**src/rtl/path_dram_scheduler.sv**
```systemverilog
// Path ORAM DRAM command sequencer: reads every burst of a path root-to-leaf,
// then writes them back in the same order, gated by read-buffer credits and write-data beats.
module path_dram_scheduler #(
  parameter int ORAML     = 10,
  parameter int BktBursts = 4,
  parameter int DDRAWidth = 28,
  parameter int AddrShift = 3,
  parameter int BufDepth  = 44
) (
  input  logic                         clk,
  input  logic                         rst_n,
  input  logic [ORAML-1:0]             ReqLeaf_i,
  input  logic [1:0]                   ReqOp_i,
  input  logic                         ReqValid_i,
  output logic                         ReqReady_o,
  output logic                         Done_o,
  output logic [DDRAWidth-1:0]         DRAMAddress_o,
  output logic [2:0]                   DRAMCommand_o,
  output logic                         DRAMCommandValid_o,
  input  logic                         DRAMCommandReady_i,
  input  logic                         BufDrain_i,
  input  logic                         WrBeat_i,
  output logic [$clog2(BufDepth+1)-1:0] Credits_o,
  output logic                         Error_o
);

  localparam int CW = $clog2(BufDepth + 1);
  localparam int LW = (ORAML > 0) ? $clog2(ORAML + 1) : 1;
  localparam int BW = (BktBursts > 1) ? $clog2(BktBursts) : 1;

  typedef enum logic [1:0] {IDLE, RD, WR} state_e;

  state_e                 state_q, state_d;
  logic [ORAML-1:0]       leaf_q, leaf_d;
  logic                   wrAfter_q, wrAfter_d;
  logic [LW-1:0]          lvl_q, lvl_d;
  logic [BW-1:0]          bst_q, bst_d;
  logic [CW-1:0]          credits_q, credits_d;
  logic [CW-1:0]          wrAhead_q, wrAhead_d;
  logic                   valid_q, valid_d;
  logic [DDRAWidth-1:0]   addr_q, addr_d;
  logic [2:0]             cmd_q, cmd_d;
  logic                   done_q, done_d;
  logic                   error_q, error_d;

  logic hs, rdHs, wrHs, lastBurst;

  function automatic logic [DDRAWidth-1:0] burstAddr(input logic [ORAML-1:0] leaf,
                                                     input logic [LW-1:0] lvl,
                                                     input logic [BW-1:0] bst);
    logic [63:0] node;
    node = ((64'd1 << lvl) - 64'd1) + (64'(leaf) >> (ORAML - int'(lvl)));
    return DDRAWidth'((node * 64'(BktBursts) + 64'(bst)) << AddrShift);
  endfunction

  assign hs        = valid_q && DRAMCommandReady_i;
  assign rdHs      = hs && (state_q == RD);
  assign wrHs      = hs && (state_q == WR);
  assign lastBurst = (lvl_q == LW'(ORAML)) && (bst_q == BW'(BktBursts - 1));

  always_comb begin
    state_d   = state_q;
    leaf_d    = leaf_q;
    wrAfter_d = wrAfter_q;
    lvl_d     = lvl_q;
    bst_d     = bst_q;
    credits_d = credits_q;
    wrAhead_d = wrAhead_q;
    addr_d    = addr_q;
    cmd_d     = cmd_q;
    done_d    = 1'b0;
    error_d   = error_q;
    valid_d   = 1'b0;

    case (state_q)
      IDLE: begin
        if (ReqValid_i) begin
          if (ReqOp_i == 2'b00) begin
            error_d = 1'b1;
          end else begin
            leaf_d    = ReqLeaf_i;
            wrAfter_d = ReqOp_i[1];
            lvl_d     = '0;
            bst_d     = '0;
            state_d   = ReqOp_i[0] ? RD : WR;
          end
        end
      end
      RD, WR: begin
        if (hs) begin
          if (lastBurst) begin
            lvl_d = '0;
            bst_d = '0;
            if (state_q == RD && wrAfter_q) begin
              state_d = WR;
            end else begin
              state_d = IDLE;
              done_d  = 1'b1;
            end
          end else if (bst_q == BW'(BktBursts - 1)) begin
            bst_d = '0;
            lvl_d = lvl_q + LW'(1);
          end else begin
            bst_d = bst_q + BW'(1);
          end
        end
      end
      default: state_d = IDLE;
    endcase

    // A drain with no matching read while the buffer is already empty is a protocol violation.
    if (rdHs && !BufDrain_i) begin
      credits_d = credits_q - CW'(1);
    end else if (BufDrain_i && !rdHs) begin
      if (credits_q == CW'(BufDepth)) error_d = 1'b1;
      else                            credits_d = credits_q + CW'(1);
    end

    if (wrHs && !WrBeat_i) begin
      wrAhead_d = wrAhead_q - CW'(1);
    end else if (WrBeat_i && !wrHs) begin
      if (wrAhead_q == CW'(BufDepth)) error_d = 1'b1;
      else                            wrAhead_d = wrAhead_q + CW'(1);
    end

    // Outputs are registered from next-state values so Valid tracks the gating counters exactly.
    valid_d = ((state_d == RD) && (credits_d != '0)) || ((state_d == WR) && (wrAhead_d != '0));
    if (state_d != IDLE) begin
      addr_d = burstAddr(leaf_d, lvl_d, bst_d);
      cmd_d  = (state_d == WR) ? 3'b000 : 3'b001;
    end
  end

  always_ff @(posedge clk or negedge rst_n) begin
    if (!rst_n) begin
      state_q   <= IDLE;
      leaf_q    <= '0;
      wrAfter_q <= 1'b0;
      lvl_q     <= '0;
      bst_q     <= '0;
      credits_q <= CW'(BufDepth);
      wrAhead_q <= '0;
      valid_q   <= 1'b0;
      addr_q    <= '0;
      cmd_q     <= 3'b001;
      done_q    <= 1'b0;
      error_q   <= 1'b0;
    end else begin
      state_q   <= state_d;
      leaf_q    <= leaf_d;
      wrAfter_q <= wrAfter_d;
      lvl_q     <= lvl_d;
      bst_q     <= bst_d;
      credits_q <= credits_d;
      wrAhead_q <= wrAhead_d;
      valid_q   <= valid_d;
      addr_q    <= addr_d;
      cmd_q     <= cmd_d;
      done_q    <= done_d;
      error_q   <= error_d;
    end
  end

  assign ReqReady_o         = (state_q == IDLE);
  assign Done_o             = done_q;
  assign DRAMAddress_o      = addr_q;
  assign DRAMCommand_o      = cmd_q;
  assign DRAMCommandValid_o = valid_q;
  assign Credits_o          = credits_q;
  assign Error_o            = error_q;

endmodule

```
**config.mk**
```make
export PLATFORM = sky130hd
export DESIGN_NAME = path_dram_scheduler
export DESIGN_NICKNAME = d
export VERILOG_FILES = /design/src/rtl/path_dram_scheduler.sv
export SDC_FILE = /design/constraint.sdc
export NUM_CORES = 1
export LEC_CHECK = 0
export CELL_PAD_IN_SITES_DETAIL_PLACEMENT = 1
export CELL_PAD_IN_SITES_GLOBAL_PLACEMENT = 2
export CORE_MARGIN = 1
export CORE_UTILIZATION = 37
export CTS_BUF_LIST = sky130_fd_sc_hd__clkbuf_4 sky130_fd_sc_hd__clkbuf_8 sky130_fd_sc_hd__clkbuf_16
export CTS_CLUSTER_SIZE = 40
export DETAILED_ROUTE_END_ITERATION = 16
export PLACE_DENSITY_LB_ADDON = 0.1
export SLEW_MARGIN = 25
export SYNTH_ARGS = -nofsm -noshare
export SYNTH_HDL_FRONTEND = slang
export SYNTH_SLANG_ARGS = --single-unit
export TNS_END_PERCENT = 30
```
**constraint.sdc**
```tcl
create_clock -name clk -period 16.9 [get_ports clk]
set_clock_uncertainty 0.2 [all_clocks]
set_input_delay 4.225 -clock clk [delete_from_list [all_inputs] [get_ports clk]]
set_output_delay 4.225 -clock clk [all_outputs]
set_load 0.005 [all_outputs]
```
# ---- After elaboration in Yosys (flattened, before gate mapping)
# Index checks and enable logic that the tools add are counted.
dict set report word_totals {
  n_memories 0
  ramBits 0
  mem_bits_ro 0
  register_bits 62
  latchBits 0
}
dict set report classes {
  eq_ne 8
  n_mul 0
  n_shift 2
  n_addsub 10
  bitwise_logic 1
  n_reduce_logical 23
  n_mux 42
  magnitude_cmp 0
  div_mod_pow 0
}
# cell n
set ops {}
lappend ops {{$mux 6} 6}
lappend ops {{$shr 10x32->23} 1}
lappend ops {{$mux 10} 3}
lappend ops {{$add 25x2->25} 1}
lappend ops {{$add 23x23->23} 1}
lappend ops {{$shl 1x4->23 const A} 1}
lappend ops {{$sub 23x1->23 const B} 1}
lappend ops {{$mux 2} 11}
lappend ops {{$mux 4} 5}
lappend ops {{$mux 1} 14}
lappend ops {{$add 6x1->6 const B} 2}
lappend ops {{$eq 6x6->1 const B} 2}
lappend ops {{$reduce_bool 6->1} 2}
lappend ops {{$sub 6x1->6 const B} 2}
lappend ops {{$logic_and 1x1->1} 11}
lappend ops {{$pmux 2 s2} 2}
lappend ops {{$pmux 4 s2} 1}
lappend ops {{$eq 2x2->1 const B} 3}
lappend ops {{$sub 4x4->5 const A} 1}
lappend ops {{$add 4x1->4 const B} 1}
lappend ops {{$eq 2x1->1 const B} 2}
lappend ops {{$eq 4x4->1 const B} 1}
lappend ops {{$logic_not 1->1} 4}
lappend ops {{$logic_not 2->1} 2}
lappend ops {{other kinds (6)} 6}

# ---- Logic depth before layout (Yosys ltp)
dict set report logic_depth {
  depth_word 10
  depth_mapped 24
}

# ---- Least setup slack after synthesis
# Ideal clock, no wire load.
dict set report synth_path {
  path_kind {input to register}
  startpoint {input port DRAMCommandReady_i}
  endpoint {register addr_q[21] (netlist: DRAMAddress_o[21])}
  stages 20
  arrival_ns 8.744
  setup_slack_ns 7.890
  cell_sequence {buf_2 -> nand3_1 -> a221oi_1 -> o21ai_4 -> ha_1 -> clkbuf_1 -> mux4_2 -> nor3_1 -> a21o_1 -> nand2_1 -> ha_1 -> inv_1 -> ha_1 -> a21o_1 -> a211o_1 -> a21o_1 -> a311oi_1 -> o21ai_0 -> nor3b_2 -> a221o_1}
}
dict set report synth_between {
  elab_chain_len 7
  elab_cells_between_ends 14
}
# item line
set synth_lines {}
lappend synth_lines {{start, declared} 20} ;# input logic DRAMCommandReady_i,
lappend synth_lines {{$logic_and 1x1->1 *} 56} ;# assign hs = valid_q && DRAMCommandReady_i;
lappend synth_lines {{$mux 4 *} 90} ;# if (hs) begin
lappend synth_lines {{$pmux 4 s2 *} 75} ;# case (state_q)
lappend synth_lines {{named net lvl_d[0]} 36} ;# logic [LW-1:0] lvl_q, lvl_d;
lappend synth_lines {{$shl 1x4->23 / $sub 4x4->5 (equally long branches)} 52} ;# node = ((64'd1 << lvl) - 64'd1) + (64'(leaf) >> (ORAML - int'(lvl)));
lappend synth_lines {{$sub 23x1->23 / $shr 10x32->23 (equally long branches)} 52}
lappend synth_lines {{$add 23x23->23 *} 52}
lappend synth_lines {{$add 25x2->25 *} 53} ;# return DDRAWidth'((node * 64'(BktBursts) + 64'(bst)) << AddrShift);
lappend synth_lines {{end signal, assigned} 157} ;# addr_q <= addr_d;
lappend synth_lines {{end, declared} 41} ;# logic [DDRAWidth-1:0] addr_q, addr_d;
# The timed path passes the listed nets; every way through them passes the cells marked *.
# A chain may end at the register's enable or synchronous reset.

# ---- Worst setup path after layout
# Same ends and word-level chain as after synthesis.

==> summary.txt <==
Run status
  • Status: finished clean

Synthesis
  • Synth Instances: ~510
  • Mean Syn Cell Area: 8.86 µm²
  • Area leader, netlist: dfrtp_1
  • Synth top area cells: dfrtp_1 31%, ha_1 12%, nand2_1 5.2%
  • Synth Flop Type: dfrtp_1
  • YS warnings: 0
  • Synth unique cells: 74
  • Synth Register Bits: 60
  • Sequential fraction of the synthesis area: about 33%
  • Synthesized cell area: 0.00451 mm²
  • Area fraction of the dominant cell type after synthesis: 31.1%
  • Post-synth EDFFs: 0
  • Fraction of registers with async set/reset: between 90% and 100%

Final layout
  • Most frequent cells in the layout: 63 x nand2_1, 56 x dfrtp_1, 52 x clkdlybuf4s50_1
  • Post-layout nets: 620
  • Commonest non-fill, non-tap cell in the layout: nand2_1
  • Layout cells sized above 1: 9.09%
  • Area Overhead vs Synth: 20.4%
  • Ant diodes: 0

Route
  • Antenna Nets Post-Route: 0
  • DR DRC count: 0
  • Drt wl/cell: between 15 and 20 µm
  • 1st-pass router iterations: 4
  • Routed wire length: 11.8 mm
  • First DRT Iteration DRCs: 114
  • Vias: 3840
  • Vias per cell: 5.45

CTS
  • Hold-fix buffers, CTS: 0
  • CTS tree: done
  • Clock slew at reported path FFs: 0.06 ns
  • CTS root buf: clkbuf_16
  • Setup Buffers After CTS: 0
  • H-tree depth: 3
  • Clock sink total: 60
  • CTS Buf Count: 9
  • Max Root-Sink Buffers: 2
  • # resized after CTS: 0
  • Worst skew pair latency: 0.34 ns

Floorplanning
  • Width of the die: 112 µm
  • Number of core rows: 39
  • Die footprint: 0.0126 mm²
  • Core box area: 0.0117 mm²
  • Initial Util: 38.7%
  • IO Count: 59
  • Die span in y: 112 µm

Worst setup path
  • Flop2flop setup slack: 10.71 ns
  • Crit path max fanout: 11
  • Kind of critical path: in -> reg
  • Cells on worst reg2reg path: 20
  • Nature of the critical path startpoint: input port
  • Worst R2R Start: state_q[0]
  • CP Data Required Time: 16.98 ns
  • Crit path DAT: about 10 ns
  • Critical Path End Type: flop
  • R2R Path End: DRAMAddress_o[21]

Placed design
  • Dpl ws: 6.60 ns
  • Buffers on Ports: 53
  • Detailed Place HPWL: about 9 mm
  • Routability cong.: 0.827

Pwr
  • Comb power frac: 39.9%
  • Pint: 0.429 mW
  • VDD IR max: 0.0446 mV
  • Seq pwr share: ~33%
  • Sw frac: 38.3%
  • Pwr Density: 128 mW/mm²
  • Lkg Pwr: 2.51 nW
  • Clock share of power: between 20% and 30%
  • NetSw: 0.266 mW

Timing
  • Final setup fails: 0
  • Period minus WS final: 10.08 ns
  • Rel. slew slack: 46.2%
  • Period utilization: approximately 60%
  • Fmax: about 0.099 GHz
  • RSZ-0062 raised after global routing: no
  • Worst-margin pin slew: 0.808 ns
  • Final WS setup: 6.82 ns
  • Final max-slew violation count: 0
  • Fin. Hold Viols: 0
  • Setup tns final: 0 ns

Flow run
  • Maxcap violations: 0

Global route
  • Initial antenna violation count: 0
  • Grt total ovfl: 0
  • Vias in the first global route: 4184
  • Total track usage: 20.7%
  • First-pass GRT wire length: 20.6 mm
  • Largest net degree at the start of global routing: 61

Worst hold path
  • Worst hold endpoint: DRAMAddress_o[16]
  • HP Start: DRAMAddress_o[16]
  • Hold path depth: 2
  • Worst hold path type: reg -> reg
==> cells by family after synthesis <==
logic type      synth area share (%)
simple gates                    17.9
compound gates                  20.7
fa+ha+maj                       13.1
flops                           33.4
mux                             4.24
xor+xnor                        3.85
other cells                   0.0831
buf+inv                         6.68
==> worst max-delay path by stage <==
stage	end	from	slack, ns	depth (start not counted)
2_1_floorplan	DRAMAddress_o[21]	DRAMCommandReady_i	7.89	20
3_3_place_gp	DRAMAddress_o[22]	DRAMCommandReady_i	6.89	21
3_5_place_dp	DRAMAddress_o[21]	DRAMCommandReady_i	6.60	20
4_1_cts	DRAMAddress_o[21]	DRAMCommandReady_i	6.87	20
5_1_grt	DRAMAddress_o[21]	DRAMCommandReady_i	6.33	20
6_report	DRAMAddress_o[21]	DRAMCommandReady_i	6.82	20
==> per-layer routing <==
layer | wire [µm] | share of wire (%) | GRT usage, %
met5 | 0 | 0 | 0
met4 | 235 | 2.0 | 8.09
met3 | 342 | 2.9 | 4.00
met1 | 5290 | 45 | 24.5
met2 | 5890 | 50 | 36.8
==> state kept, by name, summed over array words and instances, names as in the netlist <==
register,flops
Credits_o,6
lvl_q,4
wrAfter_q,1
DRAMCommand_o,1
Done_o,1
bst_q,2
leaf_q,10
state_q,2
wrAhead_q,6
Error_o,1
DRAMAddress_o,25
DRAMCommandValid_o,1
==> Yosys cell counts, drive strengths merged (3+ instances only) <==
cell type and number:
a22o 4, and2 8, o31ai 3, a211oi 4
o211ai 8, clkbuf 7, dfrtp 56, o21bai 4
nor3 7, a31o 4, nand2b 4, dfstp 4
o22ai 5, or3 3, nand4 10, and4 3
o21ai 29, and3 4, nor4 3, a21oi 24
mux2i 9, xor2 9, xnor2 10, nor2b 4
nand3 17, buf 16, o221ai 3, a31oi 5
a21o 18, mux2 7, ha 45, nand2 64
inv 48, nor2 25
==> critical path, cell delays in order <==
cell	delay, ns
clkdlybuf4s50_1	0.65
nand3_1	0.22
a221oi_1	0.67
o21ai_4	0.22
ha_1	0.30
a211oi_2	0.46
o221ai_1	0.32
o22ai_1	0.29
a21o_1	0.16
nand2_1	0.06
ha_1	0.28
inv_1	0.06
ha_1	0.29
a21o_1	0.19
a211o_1	0.31
a21o_1	0.19
a311oi_1	0.51
o21ai_0	0.25
nor3b_2	0.32
a221o_1	0.16
==> power by group through the flow <==
stage	Sequential (mW)	Combinational (mW)	Clock [mW]
after floorplan	0.216	0.193	0
after global placement	0.227	0.271	0
after detailed placement	0.229	0.279	0
after CTS	0.227	0.281	0.195
after global routing	0.235	0.311	0.201
final	0.227	0.277	0.191
==> cell type report <==
class                      instances  area, µm²
clock buffer                      11        246
clock inverter                     5       61.3
tap                              143        179
sequential                        60       1510
multi-input combinational        382       2720
fill                            1397       6230
inverter                          48        180
timing repair buffer              55        541
==> through the flow <==
step	total power, mW	util [%]	instances	area, µm²	hold slack [ns]
global route	0.746	46.6	704	5430	0.318
floorplan	0.409	-	513	4530	0.257
global placement	0.498	43.9	688	5120	0.265
detailed placement	0.508	43.9	688	5120	0.273
finish	0.695	46.6	704	5430	0.280
CTS	0.703	46.6	704	5430	0.288
Note: power is estimated with default switching activity, not from simulation.
